## src/rtl/oh_idx_encoder_pipe.sv

```systemverilog
// Registered priority / round-robin index encoder with a valid/ready handshake.
// Picks one set bit of the request vector, reports its index (LSB0 or MSB0
// numbering), a zero flag, a multi-hot flag and the population count.
// The output stage holds a single entry.
module oh_idx_encoder_pipe #(
   parameter int    NUM_SIGNALS = 8,
   parameter string DIRECTION   = "LSB0",
   parameter string MODE        = "FIXED",
   parameter int    INDEX_WIDTH = $clog2(NUM_SIGNALS),
   parameter int    COUNT_WIDTH = $clog2(NUM_SIGNALS + 1)
) (
   input  logic                   clk,
   input  logic                   reset_n,
   input  logic                   in_valid,
   output logic                   in_ready,
   input  logic [NUM_SIGNALS-1:0] in_vector,
   output logic                   out_valid,
   input  logic                   out_ready,
   output logic [INDEX_WIDTH-1:0] out_index,
   output logic                   out_zero,
   output logic                   out_multi_hot,
   output logic [COUNT_WIDTH-1:0] out_count
);

   localparam bit IS_RR   = (MODE == "RR");
   localparam bit IS_MSB0 = (DIRECTION == "MSB0");
   localparam logic [INDEX_WIDTH-1:0] LAST = INDEX_WIDTH'(NUM_SIGNALS - 1);

   // Catch bad configurations at elaboration time.
   if (NUM_SIGNALS < 2) begin : g_bad_width
      $error("oh_idx_encoder_pipe: NUM_SIGNALS must be >= 2");
   end
   if (!(MODE == "FIXED" || MODE == "RR")) begin : g_bad_mode
      $error("oh_idx_encoder_pipe: MODE must be \"FIXED\" or \"RR\"");
   end
   if (!(DIRECTION == "LSB0" || DIRECTION == "MSB0")) begin : g_bad_dir
      $error("oh_idx_encoder_pipe: DIRECTION must be \"LSB0\" or \"MSB0\"");
   end

   logic                   out_valid_q, out_valid_d;
   logic [INDEX_WIDTH-1:0] out_index_q, out_index_d;
   logic                   out_zero_q, out_zero_d;
   logic                   out_multi_q, out_multi_d;
   logic [COUNT_WIDTH-1:0] out_count_q, out_count_d;
   logic [INDEX_WIDTH-1:0] rr_ptr_q, rr_ptr_d;

   logic                   accept;
   logic                   any_set;
   logic                   found;
   logic [INDEX_WIDTH-1:0] sel_p;
   logic [INDEX_WIDTH-1:0] sel_idx;
   logic [COUNT_WIDTH-1:0] pop;
   int                     j;

   assign in_ready = !out_valid_q || out_ready;
   assign accept   = in_valid && in_ready;

   // Physical position of the winning bit, its reported index and the popcount.
   always_comb begin
      found   = 1'b0;
      sel_p   = '0;
      sel_idx = '0;
      pop     = '0;
      j       = 0;
      any_set = |in_vector;
      if (IS_RR) begin
         // Scan upward from the pointer, wrapping at the top.
         for (int k = 0; k < NUM_SIGNALS; k++) begin
            j = int'(rr_ptr_q) + k;
            if (j >= NUM_SIGNALS) j = j - NUM_SIGNALS;
            if (!found && in_vector[j]) begin
               found = 1'b1;
               sel_p = j[INDEX_WIDTH-1:0];
            end
         end
      end else if (IS_MSB0) begin
         // MSB0 priority means the highest physical position wins.
         for (int i = NUM_SIGNALS - 1; i >= 0; i--) begin
            if (!found && in_vector[i]) begin
               found = 1'b1;
               sel_p = i[INDEX_WIDTH-1:0];
            end
         end
      end else begin
         for (int i = 0; i < NUM_SIGNALS; i++) begin
            if (!found && in_vector[i]) begin
               found = 1'b1;
               sel_p = i[INDEX_WIDTH-1:0];
            end
         end
      end
      // Subtract rather than invert so non-power-of-2 widths map correctly.
      if (any_set) sel_idx = IS_MSB0 ? (LAST - sel_p) : sel_p;
      for (int i = 0; i < NUM_SIGNALS; i++) begin
         pop = pop + COUNT_WIDTH'(in_vector[i]);
      end
   end

   // Next state of the output entry and the round-robin pointer.
   always_comb begin
      out_valid_d = out_valid_q;
      out_index_d = out_index_q;
      out_zero_d  = out_zero_q;
      out_multi_d = out_multi_q;
      out_count_d = out_count_q;
      rr_ptr_d    = rr_ptr_q;
      if (accept) begin
         out_valid_d = 1'b1;
         out_index_d = sel_idx;
         out_zero_d  = !any_set;
         out_multi_d = (pop >= COUNT_WIDTH'(2));
         out_count_d = pop;
         // A zero vector leaves the pointer where it was.
         if (IS_RR && any_set) rr_ptr_d = (sel_p == LAST) ? '0 : sel_p + INDEX_WIDTH'(1);
      end else if (out_ready) begin
         out_valid_d = 1'b0;
      end
   end

   // State registers; reset drops any held result immediately.
   always_ff @(posedge clk or negedge reset_n) begin
      if (!reset_n) begin
         out_valid_q <= 1'b0;
         out_index_q <= '0;
         out_zero_q  <= 1'b0;
         out_multi_q <= 1'b0;
         out_count_q <= '0;
         rr_ptr_q    <= '0;
      end else begin
         out_valid_q <= out_valid_d;
         out_index_q <= out_index_d;
         out_zero_q  <= out_zero_d;
         out_multi_q <= out_multi_d;
         out_count_q <= out_count_d;
         rr_ptr_q    <= rr_ptr_d;
      end
   end

   assign out_valid     = out_valid_q;
   assign out_index     = out_index_q;
   assign out_zero      = out_zero_q;
   assign out_multi_hot = out_multi_q;
   assign out_count     = out_count_q;

endmodule

```

## config.mk

```make
export PLATFORM = sky130hd
export DESIGN_NAME = oh_idx_encoder_pipe
export DESIGN_NICKNAME = d
export VERILOG_FILES = /design/src/rtl/oh_idx_encoder_pipe.sv
export SDC_FILE = /design/constraint.sdc
export NUM_CORES = 1
export LEC_CHECK = 0
export CAP_MARGIN = 20
export CORE_MARGIN = 2
export CORE_UTILIZATION = 44
export CTS_BUF_LIST = sky130_fd_sc_hd__clkbuf_8 sky130_fd_sc_hd__clkbuf_16
export DETAILED_ROUTE_END_ITERATION = 12
export PLACE_DENSITY = 0.75
export SYNTH_ARGS = -nofsm -noshare
export SYNTH_HDL_FRONTEND = slang
export SYNTH_SLANG_ARGS = --single-unit
```

## constraint.sdc

```tcl
create_clock -name clk -period 1.36 [get_ports clk]
set_input_delay 0.34 -clock clk [delete_from_list [all_inputs] [get_ports clk]]
set_output_delay 0.34 -clock clk [all_outputs]
set_load 0.02 [all_outputs]
```

### Word level (Yosys, flattened, before mapping)

Cells that the tools add are included.

* register bits: 10
* bits of input ports: 12
* output and inout bits: 11
* word-level logic and storage cells: 50

* add/sub/neg operators: 7
* $lt $le $gt $ge: 1
* mux-type cells: 17
* reduce and logical (&&, ||, !) cells: 20

Operators by type and width (count)
* $mux 3: 7
* $add 4x1->4: 4
* $mux 1: 10
* $logic_not 1->1: 9
* $logic_and 1x1->1: 8
* $reduce_or 8->1: 1
* $add 3x1->4: 1
* $ge 4x2->1 const B: 1
* $add 2x1->3: 1
* $add 1x1->2: 1
* $reduce_bool 2->1: 1
* $logic_or 1x1->1: 1

### Depth between registers and ports, before layout

Gate-level depths: netlist of the first run.

* word-level depth: 23
* depth in mapped cells: 11

### Least setup slack after synthesis of the first run

No wires, ideal clock.

* path type: input-to-reg
* start: input port in_vector[0]
* end: register out_multi_q (netlist: out_multi_hot)
* arrival: 2808 ps
* required time: 1232 ps
* setup slack: -1575 ps
* stages on the path: 11
* cells stage by stage: inv_1 > fa_1 > fa_1 > fa_1 > inv_1 > ha_1 > inv_1 > fa_1 > nand3b_1 > a21boi_0 > o21ai_0

* cells in the longest elaborated chain, start to end: 8

Ends and longest elaborated chain
* start: declaration: RTL line 16 `input logic [NUM_SIGNALS-1:0] in_vector,`
* $add 1x1->2: RTL line 95 `pop = pop + COUNT_WIDTH'(in_vector[i]);`
* $add 2x1->3: RTL line 95
* $add 3x1->4: RTL line 95
* $add 4x1->4 (4 in series): RTL line 95
* $ge 4x2->1: RTL line 111 `out_multi_d = (pop >= COUNT_WIDTH'(2));`
* end signal: assignment: RTL line 133 `out_multi_q <= out_multi_d;`
* end: declaration: RTL line 43 `logic out_multi_q, out_multi_d;`

Every way passes these cells.
A chain may end at the register's enable or synchronous reset.

### Worst setup path in the final report of the first run

* start: input port in_vector[1]
* end: register out_multi_q (netlist: out_multi_hot)

Same word-level chain as after synthesis.

==> impl_metrics.json, run 1 <==
{
  "outcome": "finished, violations left",
  "violations": "setup timing",
  "antenna_left": 0,
  "core_area_um2": 1510,
  "rsz0062_at_grt": "true",
  "die-area_um2": 1930,
  "fillers": 98,
  "post-place-cells": 123,
  "synth_top_area_cell": "dfrtp_1",
  "critPathCaptureType": "register",
  "r2r_start": "out_valid",
  "cts_max_level": 1,
  "dr.pass1.iters": 4,
  "leakagePower_nw": 0.638,
  "synth_nets": 94,
  "fin_total_pwr_w": 0.00139,
  "maxSlewViolCount": 0,
  "clkTransAtPathRegs_ns": 0.05,
  "syn2layout_area_growth_pct": 77.9,
  "relSlewSlack_pct": 71.3,
  "finClkSkew_ns": 0.00184,
  "dp_hpwl_um": 1120,
  "fin_crit_sh_pct": 206,
  "grt_pass1_vias": 689,
  "wl_per_cell_um": 13.8,
  "start_util_pct": 46.7,
  "crit_start": "in_vector[1]",
  "reg2reg_depth": 5,
  "netlist_instances": 72,
  "die_x_um": 44.0,
  "yosys-top-cells-area": "dfrtp_1, fa_1, ha_1, inv_1, o21ai_0",
  "final_layout_size_suffix_gt1_share_pct": 43.1,
  "cts-root-buf": "clkbuf_8",
  "arrival_ns": 2.93,
  "cp_max_fo": 2,
  "cts_tree": "yes",
  "final-setup-viol-count": 6,
  "clock_sinks": 10,
  "final_cells": 132,
  "cts_inserted_buffers": 3,
  "std_cell_rows": 14,
  "io_buffers": 22,
  "worst_pin_slew_ns": 0.428,
  "yosysSeqAreaShare_pct": 35.6,
  "clk_latency_ns": 0.23,
  "holdCritPathClass": "input port to asynchronous set/reset pin",
  "start_kind": "input port",
  "syn_avg_cell_area_um2": 9.77,
  "yosysTopAreaCellShare_pct": 35.6,
  "postLayoutSetupSlackWorst_ns": -1.45,
  "num_antenna_cells": 0,
  "yosys_warnings": 0,
  "layout.nets": 139,
  "grt_usage_pct": 20.4,
  "cts_buffer_depth": 2,
  "route.detailed.drc": 0,
  "grt_pass1_wl_um": 2860,
  "grt_max_degree": 11,
  "synth_cell_type_count": 24,
  "gp_congestion": 0.748,
  "final_core_util_pct": 83.1,
  "worstSetupPathType": "input port to register",
  "io_pins": 23,
  "hold_violations": 0,
  "netlist_area_um2": 703,
  "ys_seq_elements": 10,
  "num_vias": 665,
  "drt_iter0_drc": 4,
  "grt_overflow": 0,
  "antenna_found_initial": 0,
  "drt-total-wl_um": 1820,
  "ir_worst_vdd_uv": 650,
  "fmax_ghz": 0.356,
  "maxCapViolCount": 0,
  "powerDensity_nw_per_um2": 1110,
  "via_per_inst": 5.04,
  "fin_crit_ns": 2.81,
  "die_h_um": 44.0,
  "crit_required_ns": 1.48
}
## synth_stat cells
cell and number:
a211o_2 1, a21boi_0 1, a21oi_1 1, a22o_1 1
a22oi_1 1, and2b_1 1, and3_4 1, buf_2 1
dfrtp_1 10, fa_1 4, ha_1 6, inv_1 13
mux2_2 2, nand2_1 8, nand2b_1 4, nand3b_1 1
nor2_1 3, nor3_2 1, nor4_1 1, o21ai_0 6
o21ai_2 1, o31ai_1 2, or3b_4 1, xor2_1 1
## power breakdown
group | switching [W] | total [W] | internal, W
Sequential | 0.0000285 | 0.000389 | 0.000360
Clock | 0.000114 | 0.000368 | 0.000254
Combinational | 0.000324 | 0.000638 | 0.000314
Total | 0.000466 | 0.00139 | 0.000929
## cells in the final DEF, fill, tap and decap left out, drive strengths merged
| master | count |
|---|---|
| buf | 23 |
| dlygate4sd2 | 15 |
| inv | 13 |
| dfrtp | 10 |
| nand2 | 8 |
| o21ai | 7 |
| ha | 6 |
| clkbuf | 5 |
| nand2b | 4 |
| fa | 4 |
| nor2 | 3 |
| clkdlybuf4s50 | 2 |
| mux2 | 2 |
| o31ai | 2 |
| a21oi | 1 |
| nand3b | 1 |
| a21boi | 1 |
| a22o | 1 |
| or3b | 1 |
| nor3 | 1 |
| nor4 | 1 |
| and3 | 1 |
| a211o | 1 |
| and2b | 1 |
| a22oi | 1 |
| xor2 | 1 |
## per-layer routing
layer	share of wire, %	vias up	GRT usage (%)
met2	51	37	35.3
met5	0	-	0
met3	5.8	10	2.08
met4	4.9	0	14.5
li1	-	324	-
met1	38	294	23.2
## worst max-delay path, stage by stage
cell      delay, ns
buf_8          0.08
inv_4          0.03
fa_1           0.49
fa_1           0.54
fa_1           0.44
inv_2          0.10
ha_4           0.13
inv_2          0.03
fa_2           0.53
a21boi_2       0.15
o21ai_1        0.07
## sequential cells by signal, summed over array words and instances, names as in the netlist
signal and cells:
out_valid 1, out_index 3, out_count 4, out_zero 1, out_multi_hot 1
## repair_timing
| action | in CTS | in global routing |
|---|---|---|
| setup endpoints to repair | 20 | 7 |
| pin swaps | 10 | 8 |
| resized for setup | 51 | 11 |
| buffers inserted | 4 | 2 |
| hold buffers | 0 | 0 |
## final cells by class
class / instances / area [µm²] / area share [%]
clock buffer: 4 / 55.1 / 4.40
sequential: 10 / 250 / 20.0
inverter: 13 / 61.3 / 4.90
tap: 16 / 20.0 / 1.60
timing repair buffer: 41 / 370 / 29.6
multi-input combinational: 48 / 494 / 39.5
## final timing paths
| path | end | slack [ns] |
|---|---|---|
| max reg2reg | out_index[2] | 0.14 |
| max | out_multi_hot | -1.45 |
| min in group clk | out_count[1] | 0.47 |
| min reg2reg | out_count[1] | 0.47 |
| max in group asynchronous | out_index[1] | 0.65 |
| min | out_multi_hot | 0.41 |
## kinds of logic after synthesis
| family | share of synthesized area [%] |
|---|---|
| and+or+nand+nor | 17.1 |
| AOI/OAI and AO/OA | 13.2 |
| buffers and inverters | 7.65 |
| adders and majority gates | 22.1 |
| DFF | 35.6 |
| muxes | 3.20 |
| xor gates and xnor gates | 1.25 |
## per-stage QoR
| step | cell area, µm² | setup slack, ns | TNS (ns) | hold WS [ns] |
|---|---|---|---|---|
| global placement | 1090 | -2.11 | -12.09 | 0.460 |
| CTS | 1210 | -1.44 | -6.33 | 0.431 |
| floorplan | 747 | -1.48 | -6.46 | 0.0444 |
| finish | 1250 | -1.45 | -6.54 | 0.412 |
| global route | 1250 | -1.54 | -6.96 | 0.454 |
| detailed placement | 1090 | -2.18 | -12.40 | 0.465 |
Note: power is estimated with default switching activity, not from simulation.
==> inputs of run 2 (changes only) <==
Settings changed: REMOVE_ABC_BUFFERS from default to 1.
==> run 2 against run 1 <==
Compared with the run above: the flow still finishes with violations (setup timing); sequential share of layout area is 0.81 points lower; critical path depth is 1 lower; sequential cell count did not move; worst hold slack improved by 0.0087 ns; clock skew is 0.0040 ns higher; register-to-register slack worse by 0.16 ns.
==> impl_metrics.json, run 2 (same netlist as run 1, synthesis figures left out) <==
{
  "clkPwrFrac_pct": 26.0,
  "syn2layout_area_growth_pct": 85.4,
  "critPathCaptureType": "register",
  "leakagePower_nw": 0.672,
  "grt_usage_pct": 25.2,
  "route.detailed.drc": 0,
  "p_switching_w": 0.000506,
  "die_x_um": 44.0,
  "cts_tree": "yes",
  "fin_crit_ns": 2.71,
  "reg2reg_depth": 6,
  "fillers": 88,
  "largest_reg_flops": 4,
  "clk_latency_ns": 0.24,
  "powerDensity_nw_per_um2": 1130,
  "num_vias": 725,
  "post-place-cells": 126,
  "grt_max_degree": 11,
  "cts_max_level": 1,
  "final_common_cell": "buf_4",
  "wl_per_cell_um": 15.3,
  "final-setup-viol-count": 7,
  "clock_sinks": 10,
  "ctsHoldBuffers": 0,
  "antenna_left": 0,
  "std_cell_rows": 14,
  "grt_pass1_vias": 741,
  "drt_iter0_drc": 27,
  "mostFrequentLayoutCells": "buf_4, dlygate4sd2_1, dfrtp_1",
  "slowest_stage": "fa_1",
  "outcome": "finished, violations left",
  "grt_overflow": 0,
  "die_h_um": 44.0,
  "grt_pass1_wl_um": 3400,
  "gp_congestion": 0.891,
  "antenna_found_initial": 0,
  "violations": "setup timing",
  "r2r_end": "out_count[3]",
  "arrival_ns": 2.84,
  "io_pins": 23,
  "cts_inserted_buffers": 3,
  "hold_violations": 0,
  "holdCritPathClass": "input port to asynchronous set/reset pin",
  "combPwrFrac_pct": 47.1,
  "maxSlewViolCount": 0,
  "final_cells": 138,
  "start_kind": "input port",
  "postLayoutSetupSlackWorst_ns": -1.35,
  "die-area_um2": 1930,
  "worst_pin_slew_ns": 0.471,
  "p_int_w": 0.000966,
  "fin_crit_sh_pct": 199,
  "ir_worst_vdd_uv": 850,
  "relSlewSlack_pct": 68.5,
  "core_area_um2": 1510,
  "crit_required_ns": 1.49,
  "dr.pass1.iters": 4,
  "crit_path_cell_trace": "clkdlybuf4s50_1 > inv_1 > fa_1 > fa_1 > inv_2 > ha_4 > inv_2 > fa_2 > a21boi_2 > o21ai_1",
  "r2r_start": "out_valid",
  "via_per_inst": 5.25,
  "crit_family": "adder cells",
  "rrSetupSlack_ns": -0.02,
  "num_antenna_cells": 0,
  "io_buffers": 22,
  "rsz0062_at_grt": "true",
  "cts_buffer_depth": 2,
  "switching_share_pct": 34.4,
  "start_util_pct": 46.7,
  "whs_ns": 0.421,
  "cp_num_buf_inv": 4,
  "pwr-share-seq_pct": 26.9,
  "layout.nets": 145,
  "drt-total-wl_um": 2110,
  "cpPeakStageDelay_ns": 0.52,
  "cts-root-buf": "clkbuf_8",
  "dp_hpwl_um": 1250,
  "fmax_ghz": 0.369,
  "maxCapViolCount": 0,
  "finClkSkew_ns": 0.00582,
  "cp_max_fo": 2,
  "clkTransAtPathRegs_ns": 0.05,
  "worstSetupPathType": "input port to register",
  "final_layout_size_suffix_gt1_share_pct": 45.1
}
[run 2: metal layers]
layer	routed length [µm]	part of all wire (%)	GRT usage (%)	vias to the layer above
met2	1110	53	44.4	33
met3	98	4.7	5.00	12
met1	790	38	26.8	347
li1	-	-	-	333
met5	0	0	0	-
met4	110	5.2	17.0	0
[run 2: repair_timing]
item	CTS	global route
buffers inserted	19	4
pin swaps	10	11
setup endpoints to repair	20	9
resized for setup	61	10
[run 2: area by class of cell]
type                            count  area [µm²]  area share (%)
Clock buffer                        4        55.1            4.22
Inverter                           13        53.8            4.13
Multi-Input combinational cell     48         500            38.4
Sequential cell                    10         250            19.2
Tap cell                           16        20.0            1.54
Timing Repair Buffer               47         424            32.5
[run 2: how the worst max path moves through the flow]
stage / startpoint / slack, ns / end / cells past startpoint
after floorplan: in_vector[0] / -1.59 / out_multi_hot / 11
after global placement: in_vector[1] / -2.02 / out_multi_hot / 11
after detailed placement: in_vector[1] / -2.13 / out_count[2] / 12
after CTS: in_vector[0] / -1.46 / out_multi_hot / 11
after global routing: in_vector[1] / -1.46 / out_multi_hot / 11
final: in_vector[6] / -1.35 / out_multi_hot / 10
[run 2: power groups by stage]
stage / combinational (W) / sequential (W) / clock (W)
floorplan: 0.000196 / 0.000473 / 0
global placement: 0.000543 / 0.000394 / 0
detailed placement: 0.000558 / 0.000398 / 0
CTS: 0.000637 / 0.000395 / 0.000371
global route: 0.000753 / 0.000399 / 0.000395
finish: 0.000693 / 0.000396 / 0.000384
[run 2: worst reg2reg max path, delay by kind of cell (launching register included)]
kind	cells	cell delay [ns]
AND/OR/NAND/NOR	3	0.34
AO/OA/AOI/OAI	1	0.20
buffers and inverters	2	0.35
flip-flops	1	0.38
[run 2: metrics by stage]
| step | worst slack, ns | cell area [µm²] | util (%) | TNS [ns] | total power, W |
|---|---|---|---|---|---|
| after floorplan | -1.59 | 698 | - | -7.04 | 0.000669 |
| after global placement | -2.02 | 1070 | 70.8 | -11.62 | 0.000937 |
| after detailed placement | -2.13 | 1070 | 70.8 | -12.24 | 0.000956 |
| after CTS | -1.46 | 1250 | 82.7 | -6.82 | 0.00140 |
| after global routing | -1.46 | 1300 | 86.5 | -6.88 | 0.00155 |
| final | -1.35 | 1300 | 86.5 | -6.36 | 0.00147 |
